File: src/rtl/iopmp_err_pkg.sv
// Shared types for the IOPMP error responder: AXI channel structs (ID width 4),
// FSM state encodings and the atomic-read slot handed from the write side to the read side.
package iopmp_err_pkg;

    typedef logic [3:0]  id_t;
    typedef logic [7:0]  len_t;
    typedef logic [63:0] addr_t;
    typedef logic [63:0] data_t;
    typedef logic [7:0]  strb_t;
    typedef logic [1:0]  resp_code_t;

    localparam resp_code_t RESP_SLVERR    = 2'b10;
    localparam data_t      RESP_DATA_DFLT = 64'hBADC_AB1E_DEAD_BEEF;

    typedef struct packed {
        id_t        id;
        addr_t      addr;
        len_t       len;
        logic [2:0] size;
        logic [1:0] burst;
        logic [5:0] atop;
    } aw_chan_t;

    typedef struct packed {
        data_t data;
        strb_t strb;
        logic  last;
    } w_chan_t;

    typedef struct packed {
        id_t        id;
        resp_code_t resp;
        logic       user;
    } b_chan_t;

    typedef struct packed {
        id_t        id;
        addr_t      addr;
        len_t       len;
        logic [2:0] size;
        logic [1:0] burst;
    } ar_chan_t;

    typedef struct packed {
        id_t        id;
        data_t      data;
        resp_code_t resp;
        logic       last;
        logic       user;
    } r_chan_t;

    typedef struct packed {
        aw_chan_t aw;
        logic     aw_valid;
        w_chan_t  w;
        logic     w_valid;
        logic     b_ready;
        ar_chan_t ar;
        logic     ar_valid;
        logic     r_ready;
    } axi_req_t;

    typedef struct packed {
        logic    aw_ready;
        logic    ar_ready;
        logic    w_ready;
        logic    b_valid;
        b_chan_t b;
        logic    r_valid;
        r_chan_t r;
    } axi_rsp_t;

    typedef struct packed {
        id_t  id;
        len_t len;
    } atop_slot_t;

    typedef enum logic [1:0] {
        W_IDLE = 2'd0,
        W_DATA = 2'd1,
        W_RESP = 2'd2
    } w_state_e;

    typedef enum logic {
        R_IDLE = 1'b0,
        R_DATA = 1'b1
    } r_state_e;

endpackage

File: src/rtl/iopmp_err_rd_chan.sv
// Read side of the error responder: R burst generation and completed-read counter.
// state  | meaning
// R_IDLE | waiting for AR or a pending atomic read response
// R_DATA | streaming error beats, last when beat counter reaches 0
module iopmp_err_rd_chan
    import iopmp_err_pkg::*;
#(
    parameter int unsigned CntWidth = 16
) (
    input  logic                clk_i,
    input  logic                rst_i,
    input  logic                ar_valid,
    input  id_t                 ar_id,
    input  len_t                ar_len,
    output logic                ar_ready,
    input  logic                atop_pend,
    input  atop_slot_t          atop_slot,
    output logic                atop_take,
    output logic                r_valid,
    input  logic                r_ready,
    output id_t                 r_id,
    output logic                r_last,
    input  logic                cnt_clr,
    output logic [CntWidth-1:0] err_rd_cnt,
    output logic                idle
);

    localparam logic [CntWidth-1:0] CntOne = CntWidth'(1);

    r_state_e            state_q, state_d;
    id_t                 id_q;
    len_t                beat_q;
    logic [CntWidth-1:0] cnt_q;
    logic                ar_hs;
    logic                r_hs;

    assign ar_hs = ar_valid && ar_ready;
    assign r_hs  = r_valid && r_ready;

    always_ff @(posedge clk_i) begin
        if (rst_i) begin
            state_q <= R_IDLE;
        end else begin
            state_q <= state_d;
        end
    end

    always_comb begin
        state_d = state_q;
        case (state_q)
            R_IDLE: begin
                if (atop_take || ar_hs) begin
                    state_d = R_DATA;
                end
            end
            R_DATA: begin
                if (r_hs && r_last) begin
                    state_d = R_IDLE;
                end
            end
            default: state_d = R_IDLE;
        endcase
    end

    // A pending atomic read response wins over a new AR by holding ar_ready low.
    always_comb begin
        ar_ready  = (state_q == R_IDLE) && !atop_pend;
        atop_take = (state_q == R_IDLE) && atop_pend;
        r_valid   = (state_q == R_DATA);
        r_last    = (state_q == R_DATA) && (beat_q == '0);
        r_id      = (state_q == R_DATA) ? id_q : '0;
        idle      = (state_q == R_IDLE);
    end

    always_ff @(posedge clk_i) begin
        if (rst_i) begin
            id_q   <= '0;
            beat_q <= '0;
        end else if (atop_take) begin
            id_q   <= atop_slot.id;
            beat_q <= atop_slot.len;
        end else if (ar_hs) begin
            id_q   <= ar_id;
            beat_q <= ar_len;
        end else if (r_hs && (beat_q != '0)) begin
            beat_q <= beat_q - len_t'(1);
        end
    end

    always_ff @(posedge clk_i) begin
        if (rst_i || cnt_clr) begin
            cnt_q <= '0;
        end else if (r_hs && r_last && (cnt_q != '1)) begin
            cnt_q <= cnt_q + CntOne;
        end
    end

    assign err_rd_cnt = cnt_q;

endmodule

File: src/rtl/iopmp_err_responder.sv
// Terminal AXI4 slave for IOPMP-denied traffic: completes every burst with an error response.
// state  | meaning
// W_IDLE | waiting for AW (blocked while an atomic read response is pending)
// W_DATA | absorbing W beats until w.last
// W_RESP | presenting B
module iopmp_err_responder
    import iopmp_err_pkg::*;
#(
    parameter type         req_t    = axi_req_t,
    parameter type         resp_t   = axi_rsp_t,
    parameter resp_code_t  RespCode = RESP_SLVERR,
    parameter data_t       RespData = RESP_DATA_DFLT,
    parameter int unsigned CntWidth = 16
) (
    input  logic                clk_i,
    input  logic                rst_i,
    input  req_t                slv_req_i,
    output resp_t               slv_rsp_o,
    input  logic                cnt_clr_i,
    output logic [CntWidth-1:0] err_wr_cnt_o,
    output logic [CntWidth-1:0] err_rd_cnt_o,
    output logic                busy_o
);

    localparam logic [CntWidth-1:0] CntOne = CntWidth'(1);

    w_state_e            w_state_q, w_state_d;
    id_t                 w_id_q;
    logic                w_atop_q;
    atop_slot_t          atop_slot_q;
    logic                atop_pend_q;
    logic [CntWidth-1:0] wr_cnt_q;

    logic aw_ready, w_ready, b_valid;
    logic aw_hs, w_hs, b_hs;

    logic                ar_ready, atop_take;
    logic                r_valid, r_last;
    id_t                 r_id;
    logic [CntWidth-1:0] rd_cnt;
    logic                rd_idle;

    resp_t rsp_d;
    logic  unused_req;

    assign aw_hs = slv_req_i.aw_valid && aw_ready;
    assign w_hs  = slv_req_i.w_valid && w_ready;
    assign b_hs  = b_valid && slv_req_i.b_ready;

    always_ff @(posedge clk_i) begin
        if (rst_i) begin
            w_state_q <= W_IDLE;
        end else begin
            w_state_q <= w_state_d;
        end
    end

    // AW.len is deliberately ignored for the data phase; only w.last ends it.
    always_comb begin
        w_state_d = w_state_q;
        case (w_state_q)
            W_IDLE: if (aw_hs) w_state_d = W_DATA;
            W_DATA: if (w_hs && slv_req_i.w.last) w_state_d = W_RESP;
            W_RESP: if (b_hs) w_state_d = W_IDLE;
            default: w_state_d = W_IDLE;
        endcase
    end

    always_comb begin
        aw_ready = (w_state_q == W_IDLE) && !atop_pend_q;
        w_ready  = (w_state_q == W_DATA);
        b_valid  = (w_state_q == W_RESP);
    end

    always_ff @(posedge clk_i) begin
        if (rst_i) begin
            w_id_q      <= '0;
            w_atop_q    <= 1'b0;
            atop_slot_q <= '0;
        end else if (aw_hs) begin
            w_id_q   <= slv_req_i.aw.id;
            w_atop_q <= slv_req_i.aw.atop[5];
            if (slv_req_i.aw.atop[5]) begin
                atop_slot_q.id  <= slv_req_i.aw.id;
                atop_slot_q.len <= slv_req_i.aw.len;
            end
        end
    end

    // Atomics with a read result owe an R burst once B has been accepted.
    always_ff @(posedge clk_i) begin
        if (rst_i) begin
            atop_pend_q <= 1'b0;
        end else if (b_hs && w_atop_q) begin
            atop_pend_q <= 1'b1;
        end else if (atop_take) begin
            atop_pend_q <= 1'b0;
        end
    end

    always_ff @(posedge clk_i) begin
        if (rst_i || cnt_clr_i) begin
            wr_cnt_q <= '0;
        end else if (b_hs && (wr_cnt_q != '1)) begin
            wr_cnt_q <= wr_cnt_q + CntOne;
        end
    end

    iopmp_err_rd_chan #(
        .CntWidth (CntWidth)
    ) u_rd_chan (
        .clk_i      (clk_i),
        .rst_i      (rst_i),
        .ar_valid   (slv_req_i.ar_valid),
        .ar_id      (slv_req_i.ar.id),
        .ar_len     (slv_req_i.ar.len),
        .ar_ready   (ar_ready),
        .atop_pend  (atop_pend_q),
        .atop_slot  (atop_slot_q),
        .atop_take  (atop_take),
        .r_valid    (r_valid),
        .r_ready    (slv_req_i.r_ready),
        .r_id       (r_id),
        .r_last     (r_last),
        .cnt_clr    (cnt_clr_i),
        .err_rd_cnt (rd_cnt),
        .idle       (rd_idle)
    );

    // Everything visible is forced to zero while reset is held.
    always_comb begin
        rsp_d = '0;
        if (!rst_i) begin
            rsp_d.aw_ready = aw_ready;
            rsp_d.w_ready  = w_ready;
            rsp_d.b_valid  = b_valid;
            rsp_d.b.id     = b_valid ? w_id_q : '0;
            rsp_d.b.resp   = b_valid ? RespCode : '0;
            rsp_d.b.user   = 1'b0;
            rsp_d.ar_ready = ar_ready;
            rsp_d.r_valid  = r_valid;
            rsp_d.r.id     = r_id;
            rsp_d.r.data   = r_valid ? RespData : '0;
            rsp_d.r.resp   = r_valid ? RespCode : '0;
            rsp_d.r.last   = r_last;
            rsp_d.r.user   = 1'b0;
        end
    end

    assign slv_rsp_o    = rsp_d;
    assign err_wr_cnt_o = rst_i ? '0 : wr_cnt_q;
    assign err_rd_cnt_o = rst_i ? '0 : rd_cnt;
    assign busy_o       = !rst_i && ((w_state_q != W_IDLE) || !rd_idle || atop_pend_q);

    assign unused_req = ^{slv_req_i.aw.addr, slv_req_i.aw.size, slv_req_i.aw.burst,
                          slv_req_i.aw.atop[4:0], slv_req_i.w.data, slv_req_i.w.strb,
                          slv_req_i.ar.addr, slv_req_i.ar.size, slv_req_i.ar.burst};

endmodule

File: config.mk
export PLATFORM = sky130hd
export DESIGN_NAME = iopmp_err_responder
export DESIGN_NICKNAME = d
export VERILOG_FILES = /design/src/rtl/iopmp_err_pkg.sv /design/src/rtl/iopmp_err_rd_chan.sv /design/src/rtl/iopmp_err_responder.sv
export SDC_FILE = /design/constraint.sdc
export NUM_CORES = 1
export LEC_CHECK = 0
export BUFFER_PORTS_ARGS = -buffer_cell sky130_fd_sc_hd__buf_2
export CORE_AREA = 5 5 140 142
export DETAILED_ROUTE_END_ITERATION = 10
export DIE_AREA = 0 0 145 147
export GPL_TIMING_DRIVEN = 0
export PLACE_DENSITY = 0.63
export SLEW_MARGIN = 5
export SYNTH_ARGS = -nofsm -noshare
export SYNTH_HDL_FRONTEND = slang
export SYNTH_SLANG_ARGS = --single-unit
File: constraint.sdc
create_clock -name clk_i -period 4.45 [get_ports clk_i]
set_input_delay 0.2225 -clock clk_i [delete_from_list [all_inputs] [get_ports clk_i]]
set_output_delay 0.2225 -clock clk_i [all_outputs]
set_load 0.05 [all_outputs]
==> results.md, run 1 <==
- Along the worst path, the maximum fanout reaches 46.
- The worst setup path category is reg -> out.
- The xor/xnor share of the synthesized area is less than 1%.
- After detailed routing, the number of vias per cell comes to 4.51.
- The final setup violation count is 0.
- In this run the vertical extent of the chip is about 150 µm.
- After synthesis the netlist holds a flip-flop and latch count of 65.
- IR analysis of the VDD net gives a maximum drop of 186 µV.
- By area the synthesized netlist is led by sky130_fd_sc_hd__dfxtp_1 32%, sky130_fd_sc_hd__buf_4 13%, sky130_fd_sc_hd__a21oi_1 4.9%.
- The core area is 18300 µm².
- Summing the areas of all compound-gate instances in the mapped netlist gives 17.4% of the synthesized area.
- The number of clock buffers added by TritonCTS is 9.
- The number of antenna violations at the first check in global routing is 0.
- The most frequent cell after synthesis is sky130_fd_sc_hd__buf_4.
- The nature of the critical path startpoint is a register.
- The all-layer global routing usage is between 10% and 20%.
- The number of failing hold endpoints at the final stage came to 0.
- The number of violations of the max-capacitance limit is 0.
- Row generation in the floorplan step produced 50 rows.
- The congestion estimate from routability-driven global placement came to 0.821.
- At the pin with the least slew margin, the transition time is 1.07 ns.
- Clock-pin slew was measured on the worst setup and hold paths at ~0.060 ns.
- After clock tree synthesis, the repair step resized 0 gates.
- The horizontal extent of the die is 145 µm.
- The first global-routing pass estimated 20.2 mm of wire.
- TritonCTS built the clock tree.
- The number of enable-type register cells in the synthesized netlist is 0.
- The total of buffers placed on input and output ports is 125.
- The dominant register cell in the synthesized netlist is sky130_fd_sc_hd__dfxtp_1.
- The signal on the critical path passes through clkbuf_1 -> clkbuf_1 -> clkinv_1 -> nor2_4 -> buf_12 -> and3_1 -> buf_2.
- Of the total synthesized cell area, the portion taken by AND, OR, NAND and NOR gates is between 30% and 40%.
- The tightest min-delay check is of the in -> reg type.
- The synthesized design devotes to its leading area cell type around 32% of total area.
- In the routed design, unresolved DRC markers number 0.
- On the critical path, the stage with the largest delay is an instance of sky130_fd_sc_hd__clkinv_1.
- The normalized max-slew margin is between 20% and 30%.
- The count of unique library cells instantiated by Yosys is 53.
- The worst clock skew is approximately 0.0043 ns.
- The highest clock frequency the design can meet is 0.351 GHz.
- Summed over all nets, the half-perimeter wirelength after detailed placement is 9.73 mm.
- CTS saw 65 sinks.
- The number of hold-repair buffers added at the cts stage is 0.
- For the worst setup path, the data arrival time is between 2 and 3 ns.
- Of the cells placed in the final design, the portion with a size suffix greater than 1 is between 30% and 40%.
- For the worst setup path, the data required time is 4.23 ns.
- Dividing the final minimum period by the clock period gives 64.0%.
- The endpoint kind of the worst setup timing path is a primary output.
- The worst stage delay on the critical path is 0.44 ns.
- The residual overflow from global routing is 0.
- The number of instances in the synthesized netlist is 516.
- Summing every instance area after synthesis gives between 4000 and 5000 µm².
- The most numerous cell on the critical path is sky130_fd_sc_hd__clkbuf_1.
- No sink is reached through more buffers than the 2 on the longest clock path.
- The power density normalized to cell area is 359 nW/µm².
- The mean cell area of the mapped netlist is between 7 and 8 µm².
- At the end of the flow, the number of nets in the layout was 930.
- For the finished layout, the period the worst path requires is about 2.9 ns.
- The adder-cell area share of the yosys netlist is 1.23%.
- Sequential elements use between 30 and 40% of the synthesized area.
- The floorplan step defined a die boundary enclosing 21300 µm².
- 366 I/O pins were placed.
- The post-layout utilization of the core is roughly 30%.
- The number of max-slew violations in the final report is 0.
- After clock tree synthesis, the setup repair step added 0 buffers.
- The most area-hungry cell type in the Yosys netlist is sky130_fd_sc_hd__dfxtp_1.
- The number of global-route vias before repair is between 3000 and 4000.
- The post-route antenna net violation count is 0.
- The H-tree generated during clock tree synthesis spans 3 levels.
- After routing, the total negative slack on setup checks comes to 0 ns.
- By count the netlist is led by 70 x sky130_fd_sc_hd__buf_4, 65 x sky130_fd_sc_hd__dfxtp_1, 53 x sky130_fd_sc_hd__nand2_1.
- The largest family of logic cells by synthesized area is simple AND/OR/NAND/NOR gates.
- In this run, the number of DRC markers left after iteration 0 of detailed routing was around 230.
- Setup repair after global routing left no endpoint under its margin.
- Once the floorplan was initialized, standard cells occupied between 20% and 30% of the core.
- The Yosys step of the flow raised 0 warnings.
- Detailed routing inserted a total of around 4100 vias.
- The proportion of register bits with asynchronous set or reset after synthesis is 0%.
- The first-pass iteration count of the detailed router is 4.
- The wire length reported by the detailed router is 12.6 mm.
- The flow ran to the end, and the final reports show no timing, DRC or antenna violations.
- The later pin in the worst-skew pair is clocked with a latency of 0.33 ns.
- Compared with the post-synthesis result, the final layout area differs by 35.1%.
- Dividing the detail-routed wire length by the instance count gives 13.8 µm.
- In this run the static leakage power is 0.00237 µW.
- The mux share of post-synthesis cell area is 1.97%.
- The number of diodes is 0.
- Entering global routing, the biggest net connects 47 pins.
- The CTS root buffer is sky130_fd_sc_hd__clkbuf_16.
## metal layers
metal	routed length, µm	track usage, %	vias up
li1	-	-	2101
met1	5670	14.4	1890
met2	6040	18.8	114
met3	598	2.44	22
met4	289	4.80	0
met5	0	0	-
## worst paths after layout
| path | startpoint | end | slack (ns) | cells past startpoint |
|---|---|---|---|---|
| hold / removal | slv_req_i[172] | atop_slot_q[2] | 0.13 | 3 |
| setup reg to reg | u_rd_chan.beat_q[0] | u_rd_chan.beat_q[1] | 1.98 | 7 |
| hold reg to reg | atop_slot_q[9] | atop_slot_q[9] | 0.46 | 2 |
| setup / recovery | u_rd_chan.r_valid | slv_rsp_o[1] | 1.60 | 7 |
## registers in the layout (all words and copies together), names as in the netlist
name                  flops
u_rd_chan.id_q            4
wr_cnt_q                 16
u_rd_chan.beat_q          8
w_atop_q                  1
u_rd_chan.r_valid         1
atop_pend_q               1
u_rd_chan.err_rd_cnt     16
w_state_q                 2
w_id_q                    4
atop_slot_q              12
## critical path, delay by kind of cell (launching register included)
family        cells  cell delay, ns
buf+inv           5            1.57
flops             1            0.30
simple gates      2            0.43
## report_power, final
group / internal (µW) / switching [µW]
Combinational: 138 / 273
Sequential: 606 / 23.6
Clock: 661 / 271
## logic make-up after synthesis
group                    after synthesis
AND/OR/NAND/NOR                      224
AO/OA/AOI/OAI                        106
buffers and inverters                106
flip-flops                            65
multiplexers                           8
adder cells (fa/ha/maj)                4
XOR/XNOR                               2
other                                  1
## per-stage QoR
| stage | total power, µW | hold WS [ns] | instances | instance area [µm²] | setup WS [ns] |
|---|---|---|---|---|---|
| final | 1970 | 0.132 | 916 | 5490 | 1.60 |
| after global routing | 2050 | 0.149 | 916 | 5490 | 1.35 |
| after CTS | 2000 | 0.123 | 916 | 5490 | 1.54 |
| after detailed placement | 1050 | 0.450 | 900 | 5100 | 1.90 |
| after global placement | 1050 | 0.443 | 899 | 5070 | 0.0306 |
| after floorplan | 966 | 0.358 | 540 | 4150 | 0.465 |
## cell usage in the layout (no fill, tap or decap), types with 16 or more instances in the layout
cell type                  instances
sky130_fd_sc_hd__o31ai_1          16
sky130_fd_sc_hd__nor2_1           25
sky130_fd_sc_hd__clkbuf_1         21
sky130_fd_sc_hd__nor2b_1          31
sky130_fd_sc_hd__conb_1           25
sky130_fd_sc_hd__or4_1            17
sky130_fd_sc_hd__nand2_1          53
sky130_fd_sc_hd__nand4_1          16
sky130_fd_sc_hd__buf_4            70
sky130_fd_sc_hd__a21oi_1          40
sky130_fd_sc_hd__dfxtp_1          65
sky130_fd_sc_hd__buf_2           126
## final cells by class
class | instances | area, µm²
fill | 1996 | 12800
inverter | 11 | 41.3
timing repair buffer | 126 | 646
multi-input combinational | 369 | 2200
sequential | 65 | 1300
tap | 234 | 293
clock inverter | 7 | 166
buffer | 95 | 621
clock buffer | 9 | 225
Power figures use the tool's default switching activity.
==> run 2, diff against run 1 <==
--- a/config.mk
+++ b/config.mk
@@ -6,11 +6,11 @@
 export NUM_CORES = 1
 export LEC_CHECK = 0
 export BUFFER_PORTS_ARGS = -buffer_cell sky130_fd_sc_hd__buf_2
-export CORE_AREA = 5 5 140 142
+export CORE_AREA = 5 5 141 143
 export DETAILED_ROUTE_END_ITERATION = 10
-export DIE_AREA = 0 0 145 147
+export DIE_AREA = 0 0 146 148
 export GPL_TIMING_DRIVEN = 0
-export PLACE_DENSITY = 0.63
+export PLACE_DENSITY = 0.64
 export SLEW_MARGIN = 5
 export SYNTH_ARGS = -nofsm -noshare
 export SYNTH_HDL_FRONTEND = slang
==> constraint.sdc (replaced) <==
create_clock -name clk_i -period 2.29 [get_ports clk_i]
set_input_delay 0.1145 -clock clk_i [delete_from_list [all_inputs] [get_ports clk_i]]
set_output_delay 0.1145 -clock clk_i [all_outputs]
set_load 0.05 [all_outputs]
==> run 2 against run 1 <==
Effect of this change:
- register-to-register slack got worse by 1.8 ns
- design area increased by 2.8%
- critical path depth unchanged
- utilization increased by 0.63 points
- setup slack got worse by 1.5 ns
- sequential power increased by 96%
==> results.md, run 2 (synthesis results as in run 1) <==
- The flow ran to the end, and the final reports show no timing, DRC or antenna violations.
- The worst-case vdd ir drop is approximately 370 µV.
- Setup slack on the worst reg-to-reg path comes out at 0.17 ns.
- Summed over all layers, the global routing overflow is 0.
- Once placement finished, the instance area stood at 5090 µm².
- The die covers 21600 µm².
- The endpoint kind of the worst setup timing path is a primary output.
- The number of cells on the worst hold path is 3.
- The total via count after detailed routing is 4169.
- The library cells used most frequently in the layout, excluding fill and tap cells, are 126 x sky130_fd_sc_hd__buf_2, 73 x sky130_fd_sc_hd__buf_4, 65 x sky130_fd_sc_hd__dfxtp_1, 53 x sky130_fd_sc_hd__nand2_1, 39 x sky130_fd_sc_hd__a21oi_1.
- The number of standard cells in the final layout excluding fillers is 924.
- Compared with the post-synthesis result, the final layout area differs by 38.9%.
- The post-place setup slack is -0.429 ns.
- The detail-routed net length per standard cell is 14.2 µm.
- The static leakage power is ~0.0024 µW.
- The effective utilization at floorplan is 22.0%.
- The clock tree from TritonCTS is built.
- Setup violations remaining at the end of the flow were counted as 0.
- The path with the worst hold slack has its endpoint at atop_slot_q[1].
- The level count of the clock H-tree is 3.
- The count of nets left with antenna violations once routing finished came out at 0.
- The part of the cycle the worst path needs is 93.9%.
- The normalized max-slew margin is between 30% and 40%.
- The number of placed instances, taps included, is roughly 900.
- Clock tree synthesis inserted a total of 9 buffers.
- The clock latency of the later-clocked register in the worst-skew pair is 0.34 ns.
- The startpoint of the worst hold path is slv_req_i[171].
- The number of global-route vias before repair is 4070.
- The worst setup margin is roughly 0.14 ns.
- The top-level port count is roughly 370.
- Global routing used 11.8% of the available tracks.
- The worst clock skew is 0.0107 ns.
- The number of violations of the max-capacitance limit is 0.
- The commonest non-fill, non-tap cell in the layout is sky130_fd_sc_hd__buf_2.
- The number of max-slew violations in the final report was 0.
- The tree built by TritonCTS fans out to 65 sinks.
- The largest fanout on the critical path is 12.
- The post-route netlist has a little over a third of its cells at a drive strength greater than 1.
- The worst path needs 2.15 ns of the cycle, external delays included.
- The tightest min-delay check is of the in -> reg type.
- Using the TritonRoute via totals, the vias-per-cell ratio works out to 4.51.
- After clock tree synthesis, the clock-pin slew on the worst setup and hold paths is 0.06 ns.
- The number of antenna violations at the first check in global routing is 0.
- The number of diodes is 0.
- The HPWL after detailed placement is 9.76 mm.
- The number of failing hold endpoints at the final stage came to 0.
- Data on the critical path arrives at its endpoint at just over 2 ns.
- The height of the die is ~150 µm.
- The startpoint identified for the worst register-to-register timing path is u_rd_chan.beat_q[2].
- The maximum number of pins on one net before global-route repair is 14.
- The endpoint of the worst register-to-register path is u_rd_chan.beat_q[7].
- The first global-routing pass estimated 20.9 mm of wire.
- The maximum root-to-sink buffer count is 2.
- The nature of the critical path startpoint is a register.
- The root buffer cell chosen for the clock tree is sky130_fd_sc_hd__clkbuf_16.
- The core region is 18500 µm².
- The worst reg-to-reg path cell count is 4.
- The horizontal extent of the die is 146 µm.
- On the final layout, the worst hold slack is 0.00928 ns.
- In the routed design, unresolved DRC markers number 0.
- For this design the ratio of total power to cell area is 671 nW/µm².
- At the end of routability-driven placement, the weighted congestion stood at 0.811.
- During placement, the flow inserted port buffers numbering about 130.
- The number of violations reported at the end of detailed-routing iteration 0 is 220.
- The wire length reported by the detailed router is around 13 mm.
- The net count of the finished layout is 938.
- The actual slew at the worst max-slew pin is ~1.0 ns.
- The highest clock frequency the design can meet is 0.465 GHz.
- After floorplanning, the core was divided into 50 placement rows.
- The worst setup path is of the reg -> out kind.
- At the worst endpoint, the required time is 2.18 ns.
- The first-pass iteration count of the detailed router is 5.
- After routing the design area is between 5000 and 6000 µm².
## run 2: worst max-delay path by stage
stage                      startpoint             to  slack, ns  depth (start not counted)
floorplan           u_rd_chan.r_valid   slv_rsp_o[1]       0.07                          5
global placement    u_rd_chan.r_valid   slv_rsp_o[1]      -0.39                          6
detailed placement  u_rd_chan.r_valid   slv_rsp_o[1]      -0.43                          6
CTS                 u_rd_chan.r_valid  slv_rsp_o[65]       0.01                          6
global route        u_rd_chan.r_valid  slv_rsp_o[35]     -0.002                          7
finish              u_rd_chan.r_valid  slv_rsp_o[40]       0.14                          7
## run 2: routing by layer
metal  vias to the layer above  GRT usage (%)  routed length [µm]
met3                        15           2.45                 532
met5                         -              0                   0
met1                      1911           14.7                5970
met4                         0           4.09                 216
met2                       114           20.1                6380
li1                       2129              -                   -
## run 2: final cells by class
cell class / instances / area [µm²]
Multi-Input combinational cell: 372 / 2280
Buffer: 94 / 624
Fill cell: 1950 / 12800
Clock buffer: 9 / 225
Tap cell: 234 / 293
Timing Repair Buffer: 132 / 728
Inverter: 11 / 46.3
Sequential cell: 65 / 1300
Clock inverter: 7 / 143
## run 2: through the flow
step	setup TNS, ns	util, %	power (µW)
3_5_place_dp	-17.81	27.6	2050
3_3_place_gp	-15.94	27.6	2040
6_report	0	30.6	3790
2_1_floorplan	0	-	1880
5_1_grt	-0.00194	30.6	3940
4_1_cts	0	30.0	3800
## run 2: where the power goes
part	internal [µW]	total, µW	switching (µW)	leakage, µW
sequential	1180	1230	51.2	0.000529
combinational	300	848	548	0.00172
clock	1170	1710	537	0.000180
total	2650	3790	1140	0.00243
## run 2: critical path, stage by stage, from the launching register on
cell and delay, ns:
sky130_fd_sc_hd__dfxtp_1 0.30, sky130_fd_sc_hd__clkbuf_1 0.24, sky130_fd_sc_hd__clkbuf_4 0.29, sky130_fd_sc_hd__clkinv_4 0.18, sky130_fd_sc_hd__nor2_4 0.19, sky130_fd_sc_hd__buf_12 0.15
sky130_fd_sc_hd__buf_4 0.09, sky130_fd_sc_hd__buf_2 0.25
## run 2: what timing repair did
| item | 4_1_cts | 5_1_grt |
|---|---|---|
| endpoints found under the setup margin | 78 | 66 |
| buffers inserted | 1 | 6 |
| cloned | 3 | 0 |
| pin swaps | 2 | 4 |
| gates resized for setup | 10 | 11 |
| hold buffers | 0 | 0 |
